===== src/rtl/rf_wb_queue.sv =====
// rf_wb_queue: in-order write-back queue that owns the register-file write port.
// Latency: a result pushed at edge t reaches wen/rd/rd_data in cycle t+1 at the earliest (no cut-through).
// Backpressure: in_ready = !full, independent of in_valid and not raised by a same-cycle pop; drain gated by drain_en.
//
// Ports:
//   clk, rst                 clock, asynchronous active-high reset
//   in_valid/in_ready        result handshake; in_rd/in_data carry destination and value
//   drain_en                 register-file write port available this cycle
//   wen/rd/rd_data           register-file write port, driven from the head entry
//   fwd_rs1/2 -> fwd_hit1/2, fwd_data1/2   lookup of the youngest queued write per register
//   count                    current occupancy, 0..DEPTH
//
// Build option: define WB_FWD_EN to build the forwarding search; without it the
// fwd_* outputs are tied to 0 and the issue stage must stall on queued destinations.
module rf_wb_queue #(
  parameter int DEPTH       = 4,
  parameter int DEPTH_LOG   = 2,
  parameter int RF_SIZE_LOG = 5,
  parameter int REG_LEN     = 32
) (
  input  logic                   clk,
  input  logic                   rst,
  input  logic                   in_valid,
  output logic                   in_ready,
  input  logic [RF_SIZE_LOG-1:0] in_rd,
  input  logic [REG_LEN-1:0]     in_data,
  input  logic                   drain_en,
  output logic                   wen,
  output logic [RF_SIZE_LOG-1:0] rd,
  output logic [REG_LEN-1:0]     rd_data,
  input  logic [RF_SIZE_LOG-1:0] fwd_rs1,
  input  logic [RF_SIZE_LOG-1:0] fwd_rs2,
  output logic                   fwd_hit1,
  output logic                   fwd_hit2,
  output logic [REG_LEN-1:0]     fwd_data1,
  output logic [REG_LEN-1:0]     fwd_data2,
  output logic [DEPTH_LOG:0]     count
);

  typedef struct packed {
    logic [RF_SIZE_LOG-1:0] rd;
    logic [REG_LEN-1:0]     data;
  } entry_t;

  entry_t                 mem_q [DEPTH];
  logic [DEPTH_LOG-1:0]   head_q, head_d;
  logic [DEPTH_LOG-1:0]   tail_q, tail_d;
  logic [DEPTH_LOG:0]     count_q, count_d;

  logic empty, full, push, pop;

  assign empty    = (count_q == '0);
  assign full     = (count_q == (DEPTH_LOG+1)'(DEPTH));
  assign in_ready = !full;
  assign push     = in_valid && in_ready;
  assign wen      = !empty && drain_en;
  assign pop      = wen;
  assign rd       = mem_q[head_q].rd;
  assign rd_data  = mem_q[head_q].data;
  assign count    = count_q;

  always_comb begin
    head_d  = head_q;
    tail_d  = tail_q;
    count_d = count_q;
    if (push) tail_d = tail_q + DEPTH_LOG'(1);
    if (pop)  head_d = head_q + DEPTH_LOG'(1);
    if (push && !pop)      count_d = count_q + (DEPTH_LOG+1)'(1);
    else if (!push && pop) count_d = count_q - (DEPTH_LOG+1)'(1);
  end

  always_ff @(posedge clk or posedge rst) begin
    if (rst) begin
      head_q  <= '0;
      tail_q  <= '0;
      count_q <= '0;
    end else begin
      head_q  <= head_d;
      tail_q  <= tail_d;
      count_q <= count_d;
    end
  end

  // Entry storage carries no reset; validity is defined solely by head/count.
  always_ff @(posedge clk) begin
    if (push) mem_q[tail_q] <= '{rd: in_rd, data: in_data};
  end

`ifdef WB_FWD_EN
  // Walk entries oldest to youngest relative to head so that a later match
  // overrides an earlier one; this keeps age priority correct across wrap.
  // The entry being pushed this cycle is not yet in mem_q, so it stays invisible.
  always_comb begin
    fwd_hit1  = 1'b0;
    fwd_hit2  = 1'b0;
    fwd_data1 = '0;
    fwd_data2 = '0;
    for (int i = 0; i < DEPTH; i++) begin
      if ((DEPTH_LOG+1)'(i) < count_q) begin
        if (mem_q[head_q + DEPTH_LOG'(i)].rd == fwd_rs1) begin
          fwd_hit1  = 1'b1;
          fwd_data1 = mem_q[head_q + DEPTH_LOG'(i)].data;
        end
        if (mem_q[head_q + DEPTH_LOG'(i)].rd == fwd_rs2) begin
          fwd_hit2  = 1'b1;
          fwd_data2 = mem_q[head_q + DEPTH_LOG'(i)].data;
        end
      end
    end
  end
`else
  logic unused_fwd_rs;
  assign unused_fwd_rs = ^{fwd_rs1, fwd_rs2};
  assign fwd_hit1  = 1'b0;
  assign fwd_hit2  = 1'b0;
  assign fwd_data1 = '0;
  assign fwd_data2 = '0;
`endif

endmodule


===== config.mk =====
export PLATFORM = sky130hd
export DESIGN_NAME = rf_wb_queue
export DESIGN_NICKNAME = d
export VERILOG_FILES = /design/src/rtl/rf_wb_queue.sv
export SDC_FILE = /design/constraint.sdc
export NUM_CORES = 1
export LEC_CHECK = 0
export BUFFER_PORTS_ARGS = -buffer_cell sky130_fd_sc_hd__buf_2
export CAP_MARGIN = 10
export CORE_UTILIZATION = 40
export DETAILED_ROUTE_END_ITERATION = 7
export PLACE_DENSITY_LB_ADDON = 0.2
export SYNTH_ARGS = -nofsm -noshare
export SYNTH_HDL_FRONTEND = slang
export SYNTH_SLANG_ARGS = --single-unit
export TNS_END_PERCENT = 30

===== constraint.sdc =====
create_clock -name clk -period 4.2 [get_ports clk]
set_input_delay 0.63 -clock clk [delete_from_list [all_inputs] [get_ports clk]]
set_output_delay 0.63 -clock clk [all_outputs]
set_load 0.03 [all_outputs]

# == Yosys cells after proc, flatten, opt, wreduce, memory -nomap -nowiden ==
# Memories as Yosys holds them, arrays and structs flattened.
# Index checks and enable logic that the tools add are counted.
# classes
n_mul,0
n_addsub,4
bitwise,0
n_eq_ne,1
n_mux,4
n_reduce_logical,10
n_div,0
magnitude_cmp,0
shifts,0
# ops
cell,count
3-bit two-way mux,2
"2-bit by 1-bit adder with 2-bit output, second input constant",2
1-bit logical AND,4
1-bit zero test,4
"3-bit by 1-bit adder with 3-bit output, second input constant",1
"3-bit equality test, second input constant",1
3-bit zero test,1
"3-bit by 1-bit subtractor with 3-bit output, second input constant",1
1-bit two-way mux,2
2-bit nonzero test,1
# word_totals
latchBits,0
out_inout_bits,108
ram_bits,148
mem_count,1
reg_bits,7
romBits,0
word_cells,23
# mem_list
name,depth,word_bits,read_ports,rd_clocked_by_memory_dff,wr,line_no,text
mem_q,4,37,1,0,1,45,entry_t mem_q [DEPTH];

# == Longest topological paths before layout ==
# Gate-level depths: netlist of the first run.
# depth
word_depth,7
depth_mapped,8

# == Least setup slack after synthesis of the first run ==
# Ideal clock, no wire load.
# synth_path
kind,register to register
startpoint,register count_q[0] (netlist: count[0])
endpoint,memory mem_q[0][0] (netlist name) (enable)
path_stages_with_launch,4
arrival_time_ns,1.940
required_time_ns,3.802
setup_ns,0.398
path_buffers,0
setup_slack_ns,1.862
path_cell_list,dfrtp_1 -> nor2_1 -> a21boi_2 -> and2_1
# synth_between
elab_chain_cells,5
# synth_lines
item,line_no,text
"start, declared",48,"logic [DEPTH_LOG:0] count_q, count_d;"
"start signal, assigned",80,count_q <= count_d;
3-bit equality test,53,assign full = (count_q == (DEPTH_LOG+1)'(DEPTH));
1-bit zero test,54,assign in_ready = !full;
1-bit logical AND,55,assign push = in_valid && in_ready;
net push,50,"logic empty, full, push, pop;"
1-bit two-way mux,86,"if (push) mem_q[tail_q] <= '{rd: in_rd, data: in_data};"
1-bit two-way mux (implied by the code),86,
"end, declared",45,
# The timed path passes the listed nets, and every way through them passes these cells.

# == Final worst setup path of the first run ==
# layout_path
startpoint,register head_q[0]
endpoint,output rd_data[19]
# layout_between
elab_chain_cells,1
# layout_lines
item,line_no,text
"start, declared",46,"logic [DEPTH_LOG-1:0] head_q, head_d;"
"start signal, assigned",74,head_q <= '0;
"start signal, assigned",78,head_q <= head_d;
memory read 4 x 37 bit,--,
"end, declared",30,"output logic [REG_LEN-1:0] rd_data,"
# Every way passes these cells.

==> results of run 1 <==
## cell families after synthesis
family                     after synthesis  share of synthesized area
adders and majority gates                6                     0.0132
other                                    1                   0.000600
buffers and inverters                   79                     0.0913
xor gates and xnor gates                 6                    0.00841
DFF                                    155                      0.739
AOI/OAI and AO/OA                        2                    0.00380
muxes                                   39                      0.137
and+or+nand+nor                          8                    0.00641
## final cells by class
class	instances	area share
tap	188	0.0328
clock inverter	11	0.0178
multi-input combinational	127	0.182
inverter	5	0.00261
clock buffer	20	0.0608
timing repair buffer	83	0.0599
antenna	1	0.000348
sequential	155	0.644
## flip-flops by register name, summed over array words and instances (netlist names)
name	flops
count	3
mem_q	148
tail_q	2
head_q	2
## layer usage
layer  track usage  vias to the layer above
met4        0.0693                        0
met1         0.166                     1376
met3        0.0436                       19
met5             0                        -
met2         0.205                       94
li1              -                     1217
## final timing paths
| check | start | to | slack [ns] | depth (start not counted) |
|---|---|---|---|---|
| hold reg to reg | tail_q[1] | tail_q[1] | 0.57 | 1 |
| setup reg to reg | count[0] | mem_q[2][19] | 1.96 | 3 |
| min in group clk | in_data[18] | mem_q[3][18] | 0.43 | 1 |
| hold / removal | rst | count[2] | 0.14 | 2 |
| max in group asynchronous | rst | head_q[0] | 3.82 | 2 |
| setup / recovery | head_q[0] | rd_data[19] | 1.30 | 3 |
## power by group
| group | internal (mW) | switching [mW] | leakage (nW) | total [mW] |
|---|---|---|---|---|
| registers | 2.06 | 0.222 | 1.44 | 2.28 |
| clock network | 0.918 | 0.556 | 0.274 | 1.47 |
| logic | 0.652 | 1.10 | 0.904 | 1.75 |
## synth_stat cells
cell / instances / share of area
buf_2: 3 / 0.0024
buf_6: 2 / 0.0036
a21boi_2: 1 / 0.0018
clkbuf_1: 1 / 0.00060
nand2_1: 2 / 0.0012
xnor2_1: 4 / 0.0056
conb_1: 1 / 0.00060
ha_1: 5 / 0.010
nor2_1: 2 / 0.0012
edfxtp_1: 148 / 0.71
xor2_1: 2 / 0.0028
buf_4: 68 / 0.082
and2_1: 4 / 0.0040
mux2_2: 2 / 0.0036
fa_1: 1 / 0.0032
dfrtp_1: 7 / 0.028
o31ai_2: 1 / 0.0020
mux4_2: 37 / 0.13
inv_1: 5 / 0.0030
## through the flow
step / instances / setup WS (ns) / cell area (µm²) / hold slack, ns / util
2_1_floorplan: 361 / 1.86 / 6490 / 0.433 / -
3_3_place_gp: 558 / 1.66 / 6610 / 0.546 / 0.435
3_5_place_dp: 558 / 1.66 / 6610 / 0.564 / 0.435
4_1_cts: 589 / 1.20 / 7180 / 0.130 / 0.472
5_1_grt: 589 / 1.13 / 7180 / 0.147 / 0.472
6_report: 590 / 1.30 / 7180 / 0.139 / 0.472
==> qor.yml, run 1 <==
sta:
  slew_violations: 0
  post-route-period-util: 0.690
  fmax_mhz: 345
  finalSetupViolCount: 0
  period_minus_slack_ns: 2.90
  slew_headroom: 0.256
  tns_ns: 0
  rsz0062_at_grt: "no"
  skew_ns: 0.00736
  final_hold_viol_count: 0
  tightestPinTransition_ns: 1.12
route:
  wl_per_cell_um: 16.8
  dr_total_vias: 2706
  highest_layer: "met4"
  drc: 0
  wl_met2_mm: 4.69
  wl_mm: 9.89
  antenna_left: 0
  drt-met1-wl_mm: 4.50
  dr.pass1.iters: 4
  wl_met3_um: 484
  via_per_inst: 4.59
  drtIter0Drc: 117
place:
  place.port_buffers: 82
  gp_congestion: 0.630
  dpl.hpwl_mm: 5.51
yosys:
  synth_warnings: 0
  yosysUniqueCellTypes: 19
  yosysSeqAreaShare: 0.739
  ys_ff_latch: 155
  syn_area_um2: 6250
  syn_inst: 296
  avgSynthCellArea_um2: 21.1
critical_path:
  slowest_delay_ns: 0.79
  critical-path-slowest-cell: "dfrtp_2"
  worstSetupPathType: "register to output port"
  path_cells: "buf_12 > mux4_2 > buf_2"
  crit_buf_inv: 2
  critPathTopFamily: "flip-flops"
  cp.required_ns: 3.57
  cp.arrival_ns: 2.27
  crit_fanout: 21
  end_kind: "output port"
  start_kind: "register"
floorplanning:
  io_pins: 159
  die-width_um: 127
  fp-row-count: 45
  fp.dieArea_um2: 16100
  core_area_um2: 15200
  start_util: 0.411
  die_h_um: 127
clock_network:
  clkLatencyLatePin_ns: 0.42
  clk_path_buf_depth: 2
  clk_pin_slew_worst_paths_ns: 0.06
  hold_buffers: 0
  cts.root.buffer_cell: "clkbuf_16"
  cts_tree: "done"
  postCtsSetupBuffers: 0
  clock_sinks: 155
  post_cts_resized: 0
  cts_buffers: 17
  cts.htree.levels: 4
final_layout:
  nFillCells: 1296
  multiInputGateArea_um2: 1310
  layout_common_cells: "edfxtp_1, buf_2, conb_1"
  areaGrowthSynthToFinish_pct: 14.9
  drive_above_1_share: 0.384
  final_common_cell: "edfxtp_1"
  final_nets: 446
  seqCellArea_um2: 4620
global_routing:
  grt_pass1_vias: 2748
  grt_pass1_wl_mm: 14.9
  grt-ovfl-total: 0
  grt_antenna_before_repair: 1
  grtUsageTotal: 0.132
  grt_max_degree: 39
power_and_ir_drop:
  peakVddDrop_mv: 0.470
  p_leak_nw: 2.61
  total_power_mw: 5.50
  p_per_area_nw_per_um2: 766
outcome:
  outcome: "completed"
worst_hold_path:
  hold_class: "input pin to async pin"
run:
  max-cap-violations: 0
Note: power is estimated with default switching activity, not from simulation.
==> run 2, diff against run 1 <==
clock period = 2.38 ns   (was 4.2 ns; I/O delays follow)
==> run 2 against run 1 <==
Net effect:
- routed wire length is 5.5% higher
- global-route usage rose by 0.82 points
- clock-buffer cell count grew 4
- utilization grew 1.0 points
- register-to-register slack got worse by 1.6 ns
==> qor.yml, run 2 (synthesis gave the netlist of run 1 again) <==
critical_path:
  start_kind: "register"
  cp.required_ns: 2.02
  worstSetupPathType: "register to output port"
  path_cells: "buf_6 > mux4_2 > buf_2"
  startpoint: "head_q[0]"
  crit_fanout: 19
  cp.arrival_ns: 1.84
  r2r_slack_ns: 0.38
  r2r-start: "count[0]"
  end_kind: "output port"
  slowest_delay_ns: 0.56
  critical-path-slowest-cell: "mux4_2"
global_routing:
  grt_max_degree: 27
  grt_pass1_wl_mm: 15.8
  grt-ovfl-total: 0
  grt_pass1_vias: 2836
  grtUsageTotal: 0.140
  grt_antenna_before_repair: 1
final_layout:
  seqCellArea_um2: 4620
  layout_common_cells: "edfxtp_1, buf_2, conb_1"
  finalInstanceArea_um2: 7340
  drive_above_1_share: 0.414
  areaGrowthSynthToFinish_pct: 17.4
  largest_reg_flops: 148
  nFillCells: 1299
  final_common_cell: "edfxtp_1"
  final_nets: 459
  multiInputGateArea_um2: 1310
  top_register: "mem_q"
route:
  wl_per_cell_um: 17.3
  antenna_left: 0
  dr_total_vias: 2767
  via_per_inst: 4.58
  drc: 0
  drtIter0Drc: 163
  dr.pass1.iters: 4
  wl_mm: 10.4
outcome:
  outcome: "completed"
sta:
  final_hold_viol_count: 0
  hold_slack_ns: 0.151
  period_minus_slack_ns: 2.20
  setup_slack_ns: 0.182
  slew_violations: 0
  tns_ns: 0
  skew_ns: 0.00871
  finalSetupViolCount: 0
  fmax_mhz: 455
  post-route-period-util: 0.924
  rsz0062_at_grt: "no"
clock_network:
  clk_path_buf_depth: 2
  clk_pin_slew_worst_paths_ns: 0.06
  cts.root.buffer_cell: "clkbuf_16"
  clock_sinks: 155
  cts_tree: "done"
  clkLatencyLatePin_ns: 0.42
  cts.htree.levels: 4
  cts_buffers: 17
floorplanning:
  fp.dieArea_um2: 16100
  fp-row-count: 45
  core_area_um2: 15200
  io_pins: 159
  start_util: 0.411
  die-width_um: 127
  die_h_um: 127
worst_hold_path:
  hp-start: "in_data[18]"
  hold_class: "input pin to register"
power_and_ir_drop:
  total_power_mw: 9.92
  peakVddDrop_mv: 0.761
  p_per_area_nw_per_um2: 1350
  p_leak_nw: 2.71
place:
  dpl.hpwl_mm: 6.50
  place_ws_ns: 0.378
  placed_area_um2: 6730
  gp_congestion: 0.648
  place.port_buffers: 82
run:
  max-cap-violations: 0
==> run 2: cell count changes in the layout (fill, tap and decap cells not counted), moves of 2 or more <==
cell	before	now
buf_12	1	3
buf_4	0	9
clkbuf_8	0	5
clkinv_1	4	0
clkinv_2	3	6
==> run 2: final cells by class <==
cell class / count / share of cell area
flip-flops and latches: 155 / 0.630
well taps: 188 / 0.0321
inverters: 5 / 0.00256
clock buffers: 24 / 0.0684
clock inverters: 8 / 0.0123
repair buffers: 96 / 0.0762
multi-input cells: 127 / 0.178
diodes: 1 / 0.000341
==> run 2: through the flow <==
stage,cells,util
6_report,604,0.483
4_1_cts,603,0.482
3_3_place_gp,570,0.443
2_1_floorplan,361,-
5_1_grt,603,0.482
3_5_place_dp,570,0.443
==> run 2: path summary, 6_finish.rpt <==
path	to	depth (start not counted)
worst max register to register	count[2]	7
worst min-delay path	mem_q[3][18]	1
worst min register to register	tail_q[1]	1
min in group asynchronous	count[0]	3
max in group asynchronous	head_q[1]	3
worst max-delay path	rd_data[18]	3
==> run 2: layer usage <==
metal	routed length, µm	global-route usage	vias to the layer above	part of all wire
met5	0	0	-	0
met2	5110	0.221	101	0.49
met4	202	0.0735	0	0.019
li1	-	-	1239	-
met3	569	0.0419	16	0.055
met1	4550	0.176	1411	0.44
==> run 2: power by group <==
group          leakage, nW  switching [mW]  internal [mW]
logic                0.979            2.16           1.27
registers             1.44           0.221           3.62
clock network        0.300           0.984           1.67
total                 2.71            3.36           6.56
==> run 2: worst max-delay path: cells and delay by family, from the launching register on <==
family / cells / cell delay (ns)
flops: 1 / 0.39
mux: 1 / 0.56
buf+inv: 2 / 0.47
==> run 2: repair_timing <==
item | CTS | global route
endpoints found under the hold margin | 7 | 0
hold buffers | 1 | 0
setup buffers | 0 | 0
gates resized for setup | 0 | 1
endpoints found under the setup margin | 0 | 3
